$ cat config.mk
export PLATFORM = sky130hd
export DESIGN_NAME = fir_stream_ctrl
export DESIGN_NICKNAME = d
export VERILOG_FILES = /design/src/rtl/fir_stream_ctrl.sv
export SDC_FILE = /design/constraint.sdc
export NUM_CORES = 1
export LEC_CHECK = 0
export ABC_AREA = 0
export BUFFER_PORTS_ARGS = -buffer_cell sky130_fd_sc_hd__buf_2
export CAP_MARGIN = 10
export CORE_UTILIZATION = 45
export CTS_CLUSTER_SIZE = 20
export DETAILED_ROUTE_END_ITERATION = 6
export MAX_ROUTING_LAYER = met4
export PLACE_DENSITY = 0.65
export SLEW_MARGIN = 20
export SYNTH_ARGS = -nofsm -noshare
export SYNTH_HDL_FRONTEND = slang
export SYNTH_SLANG_ARGS = --single-unit
$ cat constraint.sdc
create_clock -name clk -period 6 [get_ports clk]
set_clock_uncertainty 0.1 [all_clocks]
set_input_delay 0 -clock clk [delete_from_list [all_inputs] [get_ports clk]]
set_output_delay 0 -clock clk [all_outputs]
set_load 0.01 [all_outputs]
$ cat src/rtl/fir_stream_ctrl.sv
// Upstream control for the 3-tap FIR datapath: coefficient loading, sample FIFO and y qualification.
// Optional FIR_UNDERRUN_CNT_EN adds a saturating 8-bit count of RUN underrun cycles.
module fir_stream_ctrl #(
  parameter int OPERAND_SIZE = 8,
  parameter int FIFO_DEPTH   = 4
) (
  input  logic                    clk,
  input  logic                    rst_n,
  input  logic                    coef_valid,
  output logic                    coef_ready,
  input  logic [OPERAND_SIZE-1:0] coef_data,
  input  logic                    s_valid,
  output logic                    s_ready,
  input  logic [OPERAND_SIZE-1:0] s_data,
  output logic [OPERAND_SIZE-1:0] x_out,
  output logic [OPERAND_SIZE-1:0] c0_out,
  output logic [OPERAND_SIZE-1:0] c1_out,
  output logic [OPERAND_SIZE-1:0] c2_out,
  output logic                    y_valid,
  output logic                    running,
  output logic                    underrun
`ifdef FIR_UNDERRUN_CNT_EN
  ,
  output logic [7:0]              underrun_cnt
`endif
);

  localparam int AW = $clog2(FIFO_DEPTH);
  localparam logic [AW:0] FULL_COUNT = (AW+1)'(FIFO_DEPTH);

  typedef enum logic [1:0] {IDLE, LOAD, FLUSH, RUN} state_t;

  state_t state, state_next;

  logic [OPERAND_SIZE-1:0] fifo_mem [FIFO_DEPTH];
  logic [AW-1:0]           wr_ptr, rd_ptr;
  logic [AW:0]             count;
  logic [OPERAND_SIZE-1:0] shadow0, shadow1;
  logic [1:0]              beat_idx;
  logic                    flush_cnt;
  logic [1:0]              warm;
  logic                    coef_fire, push, pop, fifo_empty;

  assign coef_ready = (state != FLUSH);
  assign coef_fire  = coef_valid && coef_ready;
  assign fifo_empty = (count == '0);
  assign s_ready    = (count != FULL_COUNT);
  assign push       = s_valid && s_ready;
  // A coefficient beat in RUN takes priority: the stream stops on that very edge.
  assign pop        = (state == RUN) && !coef_fire && !fifo_empty;
  assign running    = (state == RUN);

  always_ff @(posedge clk or negedge rst_n) begin
    if (!rst_n) state <= IDLE;
    else        state <= state_next;
  end

  always_comb begin
    state_next = state;
    case (state)
      IDLE:    if (coef_fire) state_next = LOAD;
      LOAD:    if (coef_fire && beat_idx == 2'd2) state_next = FLUSH;
      FLUSH:   if (flush_cnt) state_next = RUN;
      RUN:     if (coef_fire) state_next = LOAD;
      default: state_next = IDLE;
    endcase
  end

  always_ff @(posedge clk) begin
    if (push) fifo_mem[wr_ptr] <= s_data;
  end

  always_ff @(posedge clk or negedge rst_n) begin
    if (!rst_n) begin
      wr_ptr <= '0;
      rd_ptr <= '0;
      count  <= '0;
    end else begin
      if (push) wr_ptr <= wr_ptr + 1'b1;
      if (pop)  rd_ptr <= rd_ptr + 1'b1;
      case ({push, pop})
        2'b10:   count <= count + 1'b1;
        2'b01:   count <= count - 1'b1;
        default: count <= count;
      endcase
    end
  end

  // x_out and y_valid fall back to zero every cycle unless RUN pops a sample.
  always_ff @(posedge clk or negedge rst_n) begin
    if (!rst_n) begin
      x_out     <= '0;
      y_valid   <= 1'b0;
      c0_out    <= '0;
      c1_out    <= '0;
      c2_out    <= '0;
      shadow0   <= '0;
      shadow1   <= '0;
      beat_idx  <= '0;
      flush_cnt <= 1'b0;
      warm      <= '0;
      underrun  <= 1'b0;
`ifdef FIR_UNDERRUN_CNT_EN
      underrun_cnt <= '0;
`endif
    end else begin
      x_out   <= '0;
      y_valid <= 1'b0;
      case (state)
        IDLE: begin
          if (coef_fire) begin
            shadow0  <= coef_data;
            beat_idx <= 2'd1;
          end
        end
        LOAD: begin
          if (coef_fire) begin
            if (beat_idx == 2'd2) begin
              c0_out    <= shadow0;
              c1_out    <= shadow1;
              c2_out    <= coef_data;
              underrun  <= 1'b0;
              flush_cnt <= 1'b0;
`ifdef FIR_UNDERRUN_CNT_EN
              underrun_cnt <= '0;
`endif
            end else begin
              shadow1  <= coef_data;
              beat_idx <= 2'd2;
            end
          end
        end
        FLUSH: begin
          flush_cnt <= 1'b1;
          warm      <= '0;
        end
        RUN: begin
          if (coef_fire) begin
            shadow0  <= coef_data;
            beat_idx <= 2'd1;
          end else if (!fifo_empty) begin
            x_out   <= fifo_mem[rd_ptr];
            y_valid <= (warm == 2'd2);
            if (warm != 2'd2) warm <= warm + 2'd1;
          end else begin
            warm     <= '0;
            underrun <= 1'b1;
`ifdef FIR_UNDERRUN_CNT_EN
            if (underrun_cnt != 8'hFF) underrun_cnt <= underrun_cnt + 8'd1;
`endif
          end
        end
        default: ;
      endcase
    end
  end

endmodule

# Yosys cells after proc, flatten, opt, wreduce, memory -nomap -nowiden

Memories as Yosys holds them, arrays and structs flattened.
Cells that the tools add are included.

Logic and storage cells: 90
Memory bits (writable): 32
Output and inout bits: 37
Memories: 1
Register bits after elaboration: 64

Memories:

| name     | depth | width | rd ports | clocked after Yosys merged registers in | write ports | RTL line | source |
|---|---|---|---|---|---|---|---|
| fifo_mem | 4     | 8     | 1        | 0                                       | 1           | 35       | `logic [OPERAND_SIZE-1:0] fifo_mem [FIFO_DEPTH];` |

Bitwise logic cells: 1
Multiplexer cells: 26
Equality and inequality tests: 19
Reductions and logical operators: 23
$add $sub $neg: 5

Operators by type and width:

| cell                | number |
|---|---|
| $mux 8              | 3 |
| $mux 2              | 8 |
| $ne 2x2->1 const B  | 8 |
| $reduce_and 3->1    | 5 |
| $eq 2x2->1 const B  | 5 |
| $reduce_bool 2->1   | 5 |
| $mux 1              | 9 |
| $pmux 2 s2          | 2 |
| $add 2x1->2 const B | 3 |
| $pmux 2 s3          | 1 |
| $pmux 3 s2          | 1 |
| $logic_and 1x1->1   | 5 |
| $reduce_and 5->1    | 1 |
| $eq 2x1->1 const B  | 2 |
| $ne 2x1->1 const B  | 2 |
| $pmux 1 s2          | 2 |
| $reduce_and 4->1    | 1 |
| $add 3x1->3 const B | 1 |
| $logic_not 3->1     | 1 |
| $ne 3x1->1 const B  | 1 |
| $ne 3x3->1 const B  | 1 |
| $sub 3x1->3 const B | 1 |
| $logic_not 1->1     | 2 |
| $logic_not 2->1     | 1 |
| other kinds (3)     | 3 |

# Depth between registers and ports, before layout

Gate-level depths: netlist of run 1.

Word-level depth: 7
Depth in mapped cells: 11
Gate-level depth less buffers: 10

# Worst setup path before layout of run 1

Ideal clock, no wire load.

Kind: reg-to-reg
From: reg state[0]
To: reg count[2]
Arrival: 2223 ps
Setup slack: 3598 ps
Stages on the path, launching flop included: 12
Period minus slack after synthesis: 2402 ps
Cells stage by stage: dfrtp_1 > inv_1 > ha_1 > nand2b_1 > and3_1 > buf_2 > ha_1 > inv_1 > fa_1 > xor2_1 > nor2_1 > xor2_1

Cells in the longest elaborated chain, start to end: 7

RTL lines:

| item                                            | RTL line | source |
|---|---|---|
| from (decl)                                     | 33       | `state_t state, state_next;` |
| from (signal assigned)                          | 55       | `else state <= state_next;` |
| $ne 2x2->1                                      | 44       | `assign coef_ready = (state != FLUSH);` |
| $logic_and 1x1->1                               | 45       | `assign coef_fire = coef_valid && coef_ready;` |
| $logic_not 1->1                                 | 50       | `assign pop = (state == RUN) && !coef_fire && !fifo_empty;` |
| $logic_and 1x1->1 (*) (2 in series)             | 50       |  |
| via pop                                         | 42       | `logic coef_fire, push, pop, fifo_empty;` |
| $eq 2x1->1 or $eq 2x2->1 (tied branches)        | 81       | `case ({push, pop})` |
| $pmux 3 s2 or $reduce_bool 2->1 (tied branches) | n/a      |  |
| to (signal assigned)                            | 82       | `2'b10: count <= count + 1'b1;` |
| to (signal assigned)                            | 83       | `2'b01: count <= count - 1'b1;` |
| to (signal assigned)                            | 84       | `default: count <= count;` |
| to (decl)                                       | 37       | `logic [AW:0] count;` |

Mark *: on every way through the listed nets, which the timed path passes. The rest lies on a longest branch.
A chain may end at the register's enable or synchronous reset.

# Worst setup path after layout of run 1

From: reg state[0]
To: reg count[2]

Cells in the longest elaborated chain, start to end: 7

RTL lines:

| item                                            | RTL line |
|---|---|
| $ne 2x2->1                                      | 44 |
| $logic_and 1x1->1                               | 45 |
| $logic_not 1->1                                 | 50 |
| $logic_and 1x1->1 (*) (2 in series)             | 50 |
| $eq 2x1->1 or $eq 2x2->1 (tied branches)        | 81 |
| $pmux 3 s2 or $reduce_bool 2->1 (tied branches) | n/a |

Mark *: on every way between the ends. The rest lies on a longest branch, timed or not.

==> results of run 1 <==
[kinds of logic after synthesis]
group	after synthesis
buffers and inverters	21
multiplexers	49
XOR/XNOR	6
flip-flops	96
adder cells (fa/ha/maj)	10
AO/OA/AOI/OAI	15
AND/OR/NAND/NOR	39
[worst min-delay path: stages]
cell and delay, ps:
sky130_fd_sc_hd__dlygate4sd3_1 520, sky130_fd_sc_hd__buf_2 90, sky130_fd_sc_hd__buf_4 610
[flip-flops by register name (all words and copies together) (netlist names)]
name,count
shadow1,8
underrun,1
y_valid,1
warm,2
shadow0,8
c2_out,8
c0_out,8
wr_ptr,2
count,3
c1_out,8
x_out,8
flush_cnt,1
state,2
rd_ptr,2
fifo_mem,32
beat_idx,2
[report_power, final]
group	switching, µW	internal [µW]	total, µW
combinational	339	424	764
sequential	139	918	1060
clock	225	193	418
[worst paths after layout]
path	startpoint	endpoint	slack, ps	depth (start not counted)
setup / recovery	state[0]	count[2]	3200	10
hold / removal	rst_n	c2_out[1]	240	3
setup reg to reg	state[0]	count[2]	3200	10
hold reg to reg	shadow0[7]	c0_out[7]	400	1
max in group asynchronous	rst_n	shadow1[3]	5020	3
min in group clk	s_data[5]	fifo_mem[1][5]	300	2
[cells in the final DEF (no fill, tap or decap), drive strengths merged, types with 4 or more instances in the layout]
master,Yosys,final
dfrtp,64,64
buf,8,57
mux2,41,41
edfxtp,32,32
dlygate4sd3,0,19
inv,13,14
and2,10,10
ha,9,9
clkbuf,0,9
mux4,8,8
and3,7,7
nand2,5,5
o21ai,4,4
clkinv,0,4
[metal layers]
| layer | vias to the layer above | GRT usage (%) | wire (µm) |
|---|---|---|---|
| met5 | - | - | 0 |
| met4 | 0 | 6.72 | 102 |
| met3 | 9 | 3.35 | 193 |
| met2 | 40 | 22.6 | 2900 |
| met1 | 1045 | 22.5 | 3260 |
| li1 | 1003 | - | - |
[layout make-up]
| cell class | instances | area, µm² |
|---|---|---|
| Tap cell | 105 | 131 |
| Clock inverter | 7 | 70.1 |
| Timing Repair Buffer | 76 | 478 |
| Multi-Input combinational cell | 119 | 1250 |
| Sequential cell | 96 | 2560 |
| Clock buffer | 9 | 124 |
| Inverter | 13 | 48.8 |
| Fill cell | 693 | 3670 |
[timing repair]
| action | CTS | global route |
|---|---|---|
| hold endpoints to repair | 123 | 0 |
| hold buffers | 19 | 0 |
| setup buffers | 0 | 0 |
[stage by stage]
step / hold WS [ps] / utilization, %
after floorplan: -396 / -
after global placement: 116 / 51.4
after detailed placement: 124 / 51.4
after CTS: 282 / 56.0
after global routing: 309 / 56.0
final: 239 / 56.0
==> results.toml, run 1 <==
[sta]
final_cycle_share_pct = 46.6
fin_tns_setup_ps = 0
rsz0062_at_grt = "false"
finalCriticalPeriod_ps = 2800
finalSetupViolations = 0
fmax_mhz = 357
final-max-slew-violation-count = 0
finalWorstSetupSlack_ps = 3200
timing_worst_slew_pin_value_ps = 796
hold_viol_final = 0
worst_slew_margin_rel_pct = 46.9

[floorplanning]
overall_die_area_um2 = 9130
core-area_um2 = 8340
fp.dieW_um = 95.6
num_rows = 33
initial_core_util_pct = 47.2
design.portCount = 57
die_y_um = 95.6

[run]
maxCapViolCount = 0

[critical_path]
worst-endpoint-arrival_ps = 2970
timing.critical_path.slowest_stage_cell = "sky130_fd_sc_hd__and3_1"
crit_type = "reg2reg"
worst-path-max-fanout = 13
cp.buffers_inverters = 2
worstPathRequired_ps = 6180
cp_top_family = "adder cells"
critPathCaptureType = "register"
critPathMaxStageDelay_ps = 480
worst_setup_path_start_kind = "register"
cp_cell_sequence = "inv_1 > ha_1 > nand2b_1 > and3_1 > ha_1 > inv_1 > fa_1 > xor2_1 > nor2_1 > xor2_1"

[clocking]
ctsResizeCount = 0
clk_transition_reported_paths_ps = 90
cts_tree = "done"
h-tree-depth = 3
cts_made_buffers = 9
max-clock-path-buffers = 2
clk_root_buffer_cell = "sky130_fd_sc_hd__clkbuf_8"
cts_sink_cnt = 96
clkLatencyLatePin_ps = 350

[drt]
dr_total_vias = 2097
route.detailed.drc = 0
via_per_inst = 4.93
starting_drc_count_in_detailed_routing = 74
wirelength_um = 6470
drt_pre_antenna_iters = 4
avgRoutedWirePerCell_um = 15.2
post_drt_antenna_nets = 0

[synthesis]
dominantRegCellSynth = "sky130_fd_sc_hd__dfrtp_1"
mappedNetlistNets = 266
synthesized_area_divided_by_synthesized_cell_count_um2 = 16.7
syn_inst = 236
synth.cell_area_um2 = 3940
synth_adder_area_share_pct = 3.37
simple_gate_share_of_the_synthesized_area_pct = 6.29
synth_compound_gate_area_share_pct = 2.64
synth.cells.most_frequent = "sky130_fd_sc_hd__dfrtp_1 (64), sky130_fd_sc_hd__edfxtp_1 (32), sky130_fd_sc_hd__mux2_2 (21)"
yosys.area_share.xor_xnor_pct = 1.33
yosysUniqueCellTypes = 42
synth_top_area_cell = "sky130_fd_sc_hd__dfrtp_1"
synth_edf_count = 32
yosys-mux-area-fraction_pct = 18.2
yosysWarningCount = 0
synth_seq_area_share_pct = 65.0
synth-async-reset-ratio_pct = 66.7
ys_ff_latch = 96
synth_top_cell_area_share_pct = 40.6
netlist_top_cells_area = "sky130_fd_sc_hd__dfrtp_1 (41%), sky130_fd_sc_hd__edfxtp_1 (24%), sky130_fd_sc_hd__mux2_4 (7.6%), sky130_fd_sc_hd__mux2_2 (6.0%), sky130_fd_sc_hd__mux4_2 (4.6%)"
cell_with_the_most_instances_after_synthesis = "sky130_fd_sc_hd__dfrtp_1"
main_combinational_cell_family_by_area_after_synthesis = "multiplexers"

[placement]
final_estimated_routing_congestion_in_global_placement = 0.765
placed_area_um2 = 4280
port_buffers = 56
dp.cells = 390
hpwl_um = 4210
place_worst_setup_slack_ps = 3200

[power]
power-per-cell-area_nw_per_um2 = 480
max-vdd-ir-drop_mv = 0.205
p_leak_uw = 0.00210
p_total_uw = 2240

[outcome]
outcome = "finished clean"

[min_path]
hold_class = "in2async"

[global_route]
grt_overflow_total = 0
via_count_of_the_first_global_routing_pass = 2008
gr-usage-all-layers_pct = 16.0
grt_antenna_before_repair = 0
grt_pass1_wl_um = 10400
grt_start_max_net_pins = 65

[final_layout]
stdcell_area_um2 = 4670
antenna_cells = 0
areaGrowthSynthToFinish_pct = 18.5
nNetsFinal = 345
drive_gt1_share_pct = 40.9
layoutNonFillerInstCount = 425
No activity file was read; power rests on OpenSTA's default activity.
==> run 2, diff against run 1 <==
- ABC_AREA: 0 -> 1
- PLACE_DENSITY: 0.65 -> 0.68
- clock period: 6 -> 2.41 ns (I/O delays scaled with it)
==> run 2 against run 1 <==
Compared with the run above:
- register-to-register slack got worse by 3100 ps
- critical path depth increased by 1
- utilization increased by 0.84 points
- power increased to 2.6 times the previous value
- worst setup slack got worse by 3100 ps
- area after synthesis about the same
- via count increased by 33%
- hold slack got worse by 240 ps
- cell count increased by 35%
- first-iteration DRC count increased to 2.5 times the previous value
- critical endpoint unchanged
- highest routed layer unchanged
==> results.toml, run 2 <==
[outcome]
outcome = "finished clean"

[final_layout]
antenna_cells = 0
areaGrowthSynthToFinish_pct = 20.2
layout_commonest_cell = "sky130_fd_sc_hd__nand2_1"
nNetsFinal = 494
layoutNonFillerInstCount = 574
max_flop_register = "fifo_mem"
drive_gt1_share_pct = 18.3
max_reg_flops = 32
stdcell_area_um2 = 4740
layout.cells.most_common_list = "sky130_fd_sc_hd__nand2_1 (98), sky130_fd_sc_hd__dfrtp_1 (64), sky130_fd_sc_hd__buf_2 (56), sky130_fd_sc_hd__nor2_1 (46), sky130_fd_sc_hd__o21ai_0 (37)"

[placement]
dp.cells = 540
placed_area_um2 = 4340
port_buffers = 56
hpwl_um = 5090
final_estimated_routing_congestion_in_global_placement = 0.767

[clocking]
clk_transition_reported_paths_ps = 90
holdBufCountCts = 18
cts_sink_cnt = 96
cts_tree = "done"
post_cts_buffers = 0
h-tree-depth = 3
max-clock-path-buffers = 2
clkLatencyLatePin_ps = 360
cts_made_buffers = 9
clk_root_buffer_cell = "sky130_fd_sc_hd__clkbuf_8"
ctsResizeCount = 0

[min_path]
hold_path_startpoint = "coef_valid"
min_path_cells = 5
hold-path-endpoint = "state[0]"
hold_class = "in2reg"

[drt]
post_drt_antenna_nets = 0
drt_pre_antenna_iters = 4
top_signal_layer_used = "met4"
met2_wl_um = 3550
wl_met3_um = 364
avgRoutedWirePerCell_um = 13.6
starting_drc_count_in_detailed_routing = 185
wirelength_um = 7800
route.layer.met1.wl_um = 3700
via_per_inst = 4.86
dr_total_vias = 2792
route.detailed.drc = 0

[critical_path]
worstReg2RegEnd = "count[2]"
cp_cell_sequence = "inv_1 > ha_1 > nor2_8 > nor2_1 > ha_1 > inv_1 > fa_1 > nor2_1 > nor2_1 > nand2_1 > xor2_1"
worstPathRequired_ps = 2590
timing.critical_path.slowest_stage_cell = "sky130_fd_sc_hd__dfrtp_1"
worst-path-max-fanout = 6
ff2ff_setup_slack_ps = 110
critPathMaxStageDelay_ps = 420
worst-endpoint-arrival_ps = 2480
crit_type = "reg2reg"
worst_setup_path_start_kind = "register"
worst_r2r_startpoint = "state[0]"
cp_top_family = "adder cells"
critical-path-top-cell-by-count = "sky130_fd_sc_hd__nor2_1"
cp.buffers_inverters = 2
critPathCaptureType = "register"
reg2reg_depth = 11

[floorplanning]
design.portCount = 57
num_rows = 33
die_y_um = 95.6
core-area_um2 = 8340
overall_die_area_um2 = 9140
initial_core_util_pct = 47.3
fp.dieW_um = 95.6

[synthesis]
synth_top_cell_area_share_pct = 40.6
synth_seq_area_share_pct = 65.0
synth_adder_area_share_pct = 3.37
netlist_top_cells_area = "sky130_fd_sc_hd__dfrtp_1 (41%), sky130_fd_sc_hd__edfxtp_1 (24%), sky130_fd_sc_hd__nand2_1 (9.3%), sky130_fd_sc_hd__o21ai_0 (4.7%), sky130_fd_sc_hd__nor2_1 (4.4%)"
yosys.area_share.xor_xnor_pct = 0.667
synth_top_area_cell = "sky130_fd_sc_hd__dfrtp_1"
synth_compound_gate_area_share_pct = 9.27
synthesized_area_divided_by_synthesized_cell_count_um2 = 10.2
main_combinational_cell_family_by_area_after_synthesis = "simple AND/OR/NAND/NOR gates"
ys_ff_latch = 96
synth_edf_count = 32
yosysUniqueCellTypes = 25
cell_with_the_most_instances_after_synthesis = "sky130_fd_sc_hd__nand2_1"
yosysWarningCount = 0
dominantRegCellSynth = "sky130_fd_sc_hd__dfrtp_1"
synth.cells.most_frequent = "sky130_fd_sc_hd__nand2_1 (98), sky130_fd_sc_hd__dfrtp_1 (64), sky130_fd_sc_hd__nor2_1 (46)"
mappedNetlistNets = 415
simple_gate_share_of_the_synthesized_area_pct = 16.7
synth.cell_area_um2 = 3940
yosys-mux-area-fraction_pct = 0
syn_inst = 385
synth-async-reset-ratio_pct = 66.7

[sta]
worst_hold_slack_ps = 1.62
hold_viol_final = 0
finalCriticalPeriod_ps = 2300
worst_slew_margin_rel_pct = 67.1
timing_worst_slew_pin_value_ps = 493
finalSetupViolations = 0
fmax_mhz = 435
final_cycle_share_pct = 95.4
fin_tns_setup_ps = 0
final-max-slew-violation-count = 0
rsz0062_at_grt = "false"

[run]
maxCapViolCount = 0

[global_route]
grt_pass1_wl_um = 12500
grt_overflow_total = 0
grt_start_max_net_pins = 65
via_count_of_the_first_global_routing_pass = 2646
gr-usage-all-layers_pct = 19.1
grt_antenna_before_repair = 0

[power]
fraction_of_power_spent_switching_nets_pct = 38.3
power_report.internal_total_uw = 3580
netSwitchingPower_uw = 2220
combinationalPowerShare_pct = 36.8
share_clk_of_total_power_pct = 19.3
power-per-cell-area_nw_per_um2 = 1230
part_of_the_power_in_registers_pct = 43.9
p_total_uw = 5810
p_leak_uw = 0.00230
max-vdd-ir-drop_mv = 0.538
-- run 2: cell count changes in the layout (fill, tap and decap cells not counted), sizes merged, moves of 3 or more --
cell	previous run	this run
a21oi	1	11
buf	57	63
nand3	0	6
nor2b	3	0
and3	7	0
and2	10	0
mux4	8	0
clkbuf	9	13
inv	14	32
o21ai	4	62
nor2	3	48
mux2	41	0
nand2	5	102
-- run 2: kinds of logic (layout without fill, tap and decap cells) --
logic type      Yosys count  count (layout)
compound gates           73              73
simple gates            158             158
buf+inv                  45             129
xor+xnor                  3               3
fa+ha+maj                10              10
flops                    96              96
-- run 2: how the worst max path moves through the flow --
stage	from	endpoint	slack, ps	cells after the start
3_5_place_dp	state[0]	count[2]	130	11
3_3_place_gp	state[0]	count[2]	280	11
6_report	state[0]	count[2]	110	11
2_1_floorplan	state[0]	count[2]	360	11
4_1_cts	state[0]	count[2]	110	11
5_1_grt	state[0]	count[2]	20	11
-- run 2: routing by layer --
layer / up-vias / track usage (%)
li1: 1398 / -
met1: 1318 / 24.4
met2: 59 / 28.4
met3: 17 / 5.10
met4: 0 / 8.58
met5: - / -
-- run 2: power groups by stage --
stage	logic, µW	registers (µW)	clock network, µW
after floorplan	1410	2610	0
after global placement	2060	2560	0
after detailed placement	2130	2580	0
after CTS	2160	2550	1140
after global routing	2430	2620	1200
final	2140	2550	1120
-- run 2: cell type report --
| type | instances | area (µm²) |
|---|---|---|
| multi-input cells | 244 | 1180 |
| flip-flops and latches | 96 | 2560 |
| clock inverters | 3 | 47.5 |
| fillers | 741 | 3600 |
| clock buffers | 13 | 169 |
| well taps | 105 | 131 |
| repair buffers | 81 | 526 |
| inverters | 32 | 120 |
-- run 2: worst register-to-register path: cells and delay by family, from the launching register on --
kind / cells / cell delay, ps
flops: 1 / 420
buf+inv: 2 / 140
simple gates: 5 / 540
xor+xnor: 1 / 150
fa+ha+maj: 3 / 870
-- run 2: through the flow --
stage / util [%] / setup WS (ps)
after detailed placement: 52.1 / 126
after global placement: 52.1 / 280
after CTS: 56.8 / 113
final: 56.8 / 111
after floorplan: - / 362
after global routing: 56.8 / 21.4
==> run 3, diff against run 2 <==
- RECOVER_POWER: default -> 25
==> run 3 against run 2 <==
Compared with the run above:
- the run now ends with capacitance limit, slew limit left
- sequential power about the same
- sequential share of layout area up 0.17 points
- wire length about the same
- register-to-register slack about the same
- worst setup slack about the same
- cell count unchanged
- critical endpoint unchanged
- highest routed layer unchanged
==> results.toml, run 3 (synthesized netlist as in run 2, its figures left out) <==
[critical_path]
crit_type = "reg2reg"
cp_cell_sequence = "inv_1 > ha_1 > nor2_8 > nor2_1 > ha_1 > inv_1 > fa_1 > nor2_1 > nor2_1 > nand2_1 > xor2_1"
cp_top_family = "adder cells"
timing.critical_path.slowest_stage_cell = "sky130_fd_sc_hd__dfrtp_1"
worst_setup_path_start_kind = "register"
worst-endpoint-arrival_ps = 2480
cp.buffers_inverters = 2
worstPathRequired_ps = 2590
worst-path-max-fanout = 6
critPathMaxStageDelay_ps = 420
critPathCaptureType = "register"
critical-path-top-cell-by-count = "sky130_fd_sc_hd__nor2_1"

[drt]
drt_pre_antenna_iters = 4
route.detailed.drc = 0
avgRoutedWirePerCell_um = 13.6
dr_total_vias = 2787
post_drt_antenna_nets = 0
wirelength_um = 7800
starting_drc_count_in_detailed_routing = 185
via_per_inst = 4.86

[global_route]
via_count_of_the_first_global_routing_pass = 2646
grt_overflow_total = 0
gr-usage-all-layers_pct = 19.1
met1_usage_pct = 24.4
globalRouteMet2Util_pct = 28.4
grt_antenna_before_repair = 0
grt_util_met3_pct = 5.10
grt_pass1_wl_um = 12500
grt_most_used_layer = "met2"
grt_start_max_net_pins = 65

[sta]
hold_viol_final = 0
final-max-slew-violation-count = 65
finalCriticalPeriod_ps = 2300
rsz0062_at_grt = "false"
fmax_mhz = 435
final_cycle_share_pct = 95.4
timing_worst_slew_pin_value_ps = 1590
finalSetupViolations = 0
worst_slew_margin_rel_pct = -5.81
fin_tns_setup_ps = 0

[power]
max-vdd-ir-drop_mv = 0.537
p_leak_uw = 0.00230
power-per-cell-area_nw_per_um2 = 1230

[outcome]
violated_checks = "capacitance limit, slew limit"
outcome = "finished with violations"

[final_layout]
stdcell_area_um2 = 4720
antenna_cells = 0
nNetsFinal = 494
drive_gt1_share_pct = 18.3
layout_commonest_cell = "sky130_fd_sc_hd__nand2_1"
nFillCells = 743
multi_input_comb_area_um2 = 1180
areaGrowthSynthToFinish_pct = 19.8
final-seq-area_um2 = 2560
max_flop_register = "fifo_mem"
layout.cells.most_common_list = "sky130_fd_sc_hd__nand2_1 (98), sky130_fd_sc_hd__dfrtp_1 (64), sky130_fd_sc_hd__buf_2 (56), sky130_fd_sc_hd__nor2_1 (46), sky130_fd_sc_hd__o21ai_0 (37)"
max_reg_flops = 32

[clocking]
max-clock-path-buffers = 2
clkLatencyLatePin_ps = 360
cts_made_buffers = 9
h-tree-depth = 3
clk_root_buffer_cell = "sky130_fd_sc_hd__clkbuf_8"
post_cts_buffers = 0
cts_sink_cnt = 96
cts_tree = "done"
clk_transition_reported_paths_ps = 90

[placement]
final_estimated_routing_congestion_in_global_placement = 0.767
port_buffers = 56
hpwl_um = 5090
placed_area_um2 = 4340

[floorplanning]
num_rows = 33
core-area_um2 = 8340
initial_core_util_pct = 47.3
fp.dieW_um = 95.6
design.portCount = 57
die_y_um = 95.6
overall_die_area_um2 = 9140

[run]
maxCapViolCount = 1

[min_path]
hold_class = "in2reg"
## run 3: changes by cell type in the layout (fill, tap and decap cells not counted)
cell,change
sky130_fd_sc_hd__buf_12,-1
sky130_fd_sc_hd__clkbuf_2,+1
## run 3: worst paths after layout
kind | start | endpoint | slack (ps) | cells past startpoint
setup / recovery | state[0] | count[2] | 110 | 11
hold / removal | coef_valid | state[0] | 1 | 5
setup reg to reg | state[0] | count[2] | 110 | 11
hold reg to reg | c0_out[6] | c0_out[6] | 380 | 2
max in group asynchronous | rst_n | shadow1[4] | 720 | 3
min in group asynchronous | rst_n | x_out[1] | 560 | 3
## run 3: report_power, final
group | total (µW) | switching (µW) | internal [µW]
logic | 2130 | 1390 | 745
registers | 2550 | 284 | 2260
clock network | 1120 | 550 | 572
total | 5800 | 2220 | 3580
## run 3: routing by layer
metal,vias to the layer above,wire (µm)
met5,-,0
li1,1399,-
met3,17,333
met4,0,194
met1,1318,3730
met2,53,3540
## run 3: cell type report
class	count	area share, %
Sequential cell	96	54.3
Multi-Input combinational cell	244	25.0
Timing Repair Buffer	81	10.8
Clock buffer	13	3.58
Tap cell	105	2.78
Inverter	32	2.54
Clock inverter	3	1.01
## run 3: worst reg2reg max path, cell delays in order (launching register included)
cell                      delay, ps
sky130_fd_sc_hd__dfrtp_1        420
sky130_fd_sc_hd__inv_1           70
sky130_fd_sc_hd__ha_1           290
sky130_fd_sc_hd__nor2_8          90
sky130_fd_sc_hd__nor2_1         210
sky130_fd_sc_hd__ha_1           180
sky130_fd_sc_hd__inv_1           70
sky130_fd_sc_hd__fa_1           400
sky130_fd_sc_hd__nor2_1         120
sky130_fd_sc_hd__nor2_1          50
sky130_fd_sc_hd__nand2_1         70
sky130_fd_sc_hd__xor2_1         150
## run 3: through the flow
step / utilization, % / total power [µW] / cells / hold slack [ps] / worst slack [ps]
detailed placement: 52.1 / 4720 / 540 / -58.6 / 126
CTS: 56.8 / 5850 / 574 / 1.78 / 113
floorplan: - / 4020 / 385 / -396 / 362
global route: 56.6 / 6250 / 574 / 42.0 / 21.4
global placement: 52.1 / 4620 / 540 / -59.8 / 280
finish: 56.6 / 5800 / 574 / 1.21 / 111
## run 3: what timing repair did
action,4_1_cts,5_1_grt
endpoints found under the setup margin,0,0
hold endpoints to repair,122,0
gates resized for setup,0,0
hold buffers,18,0
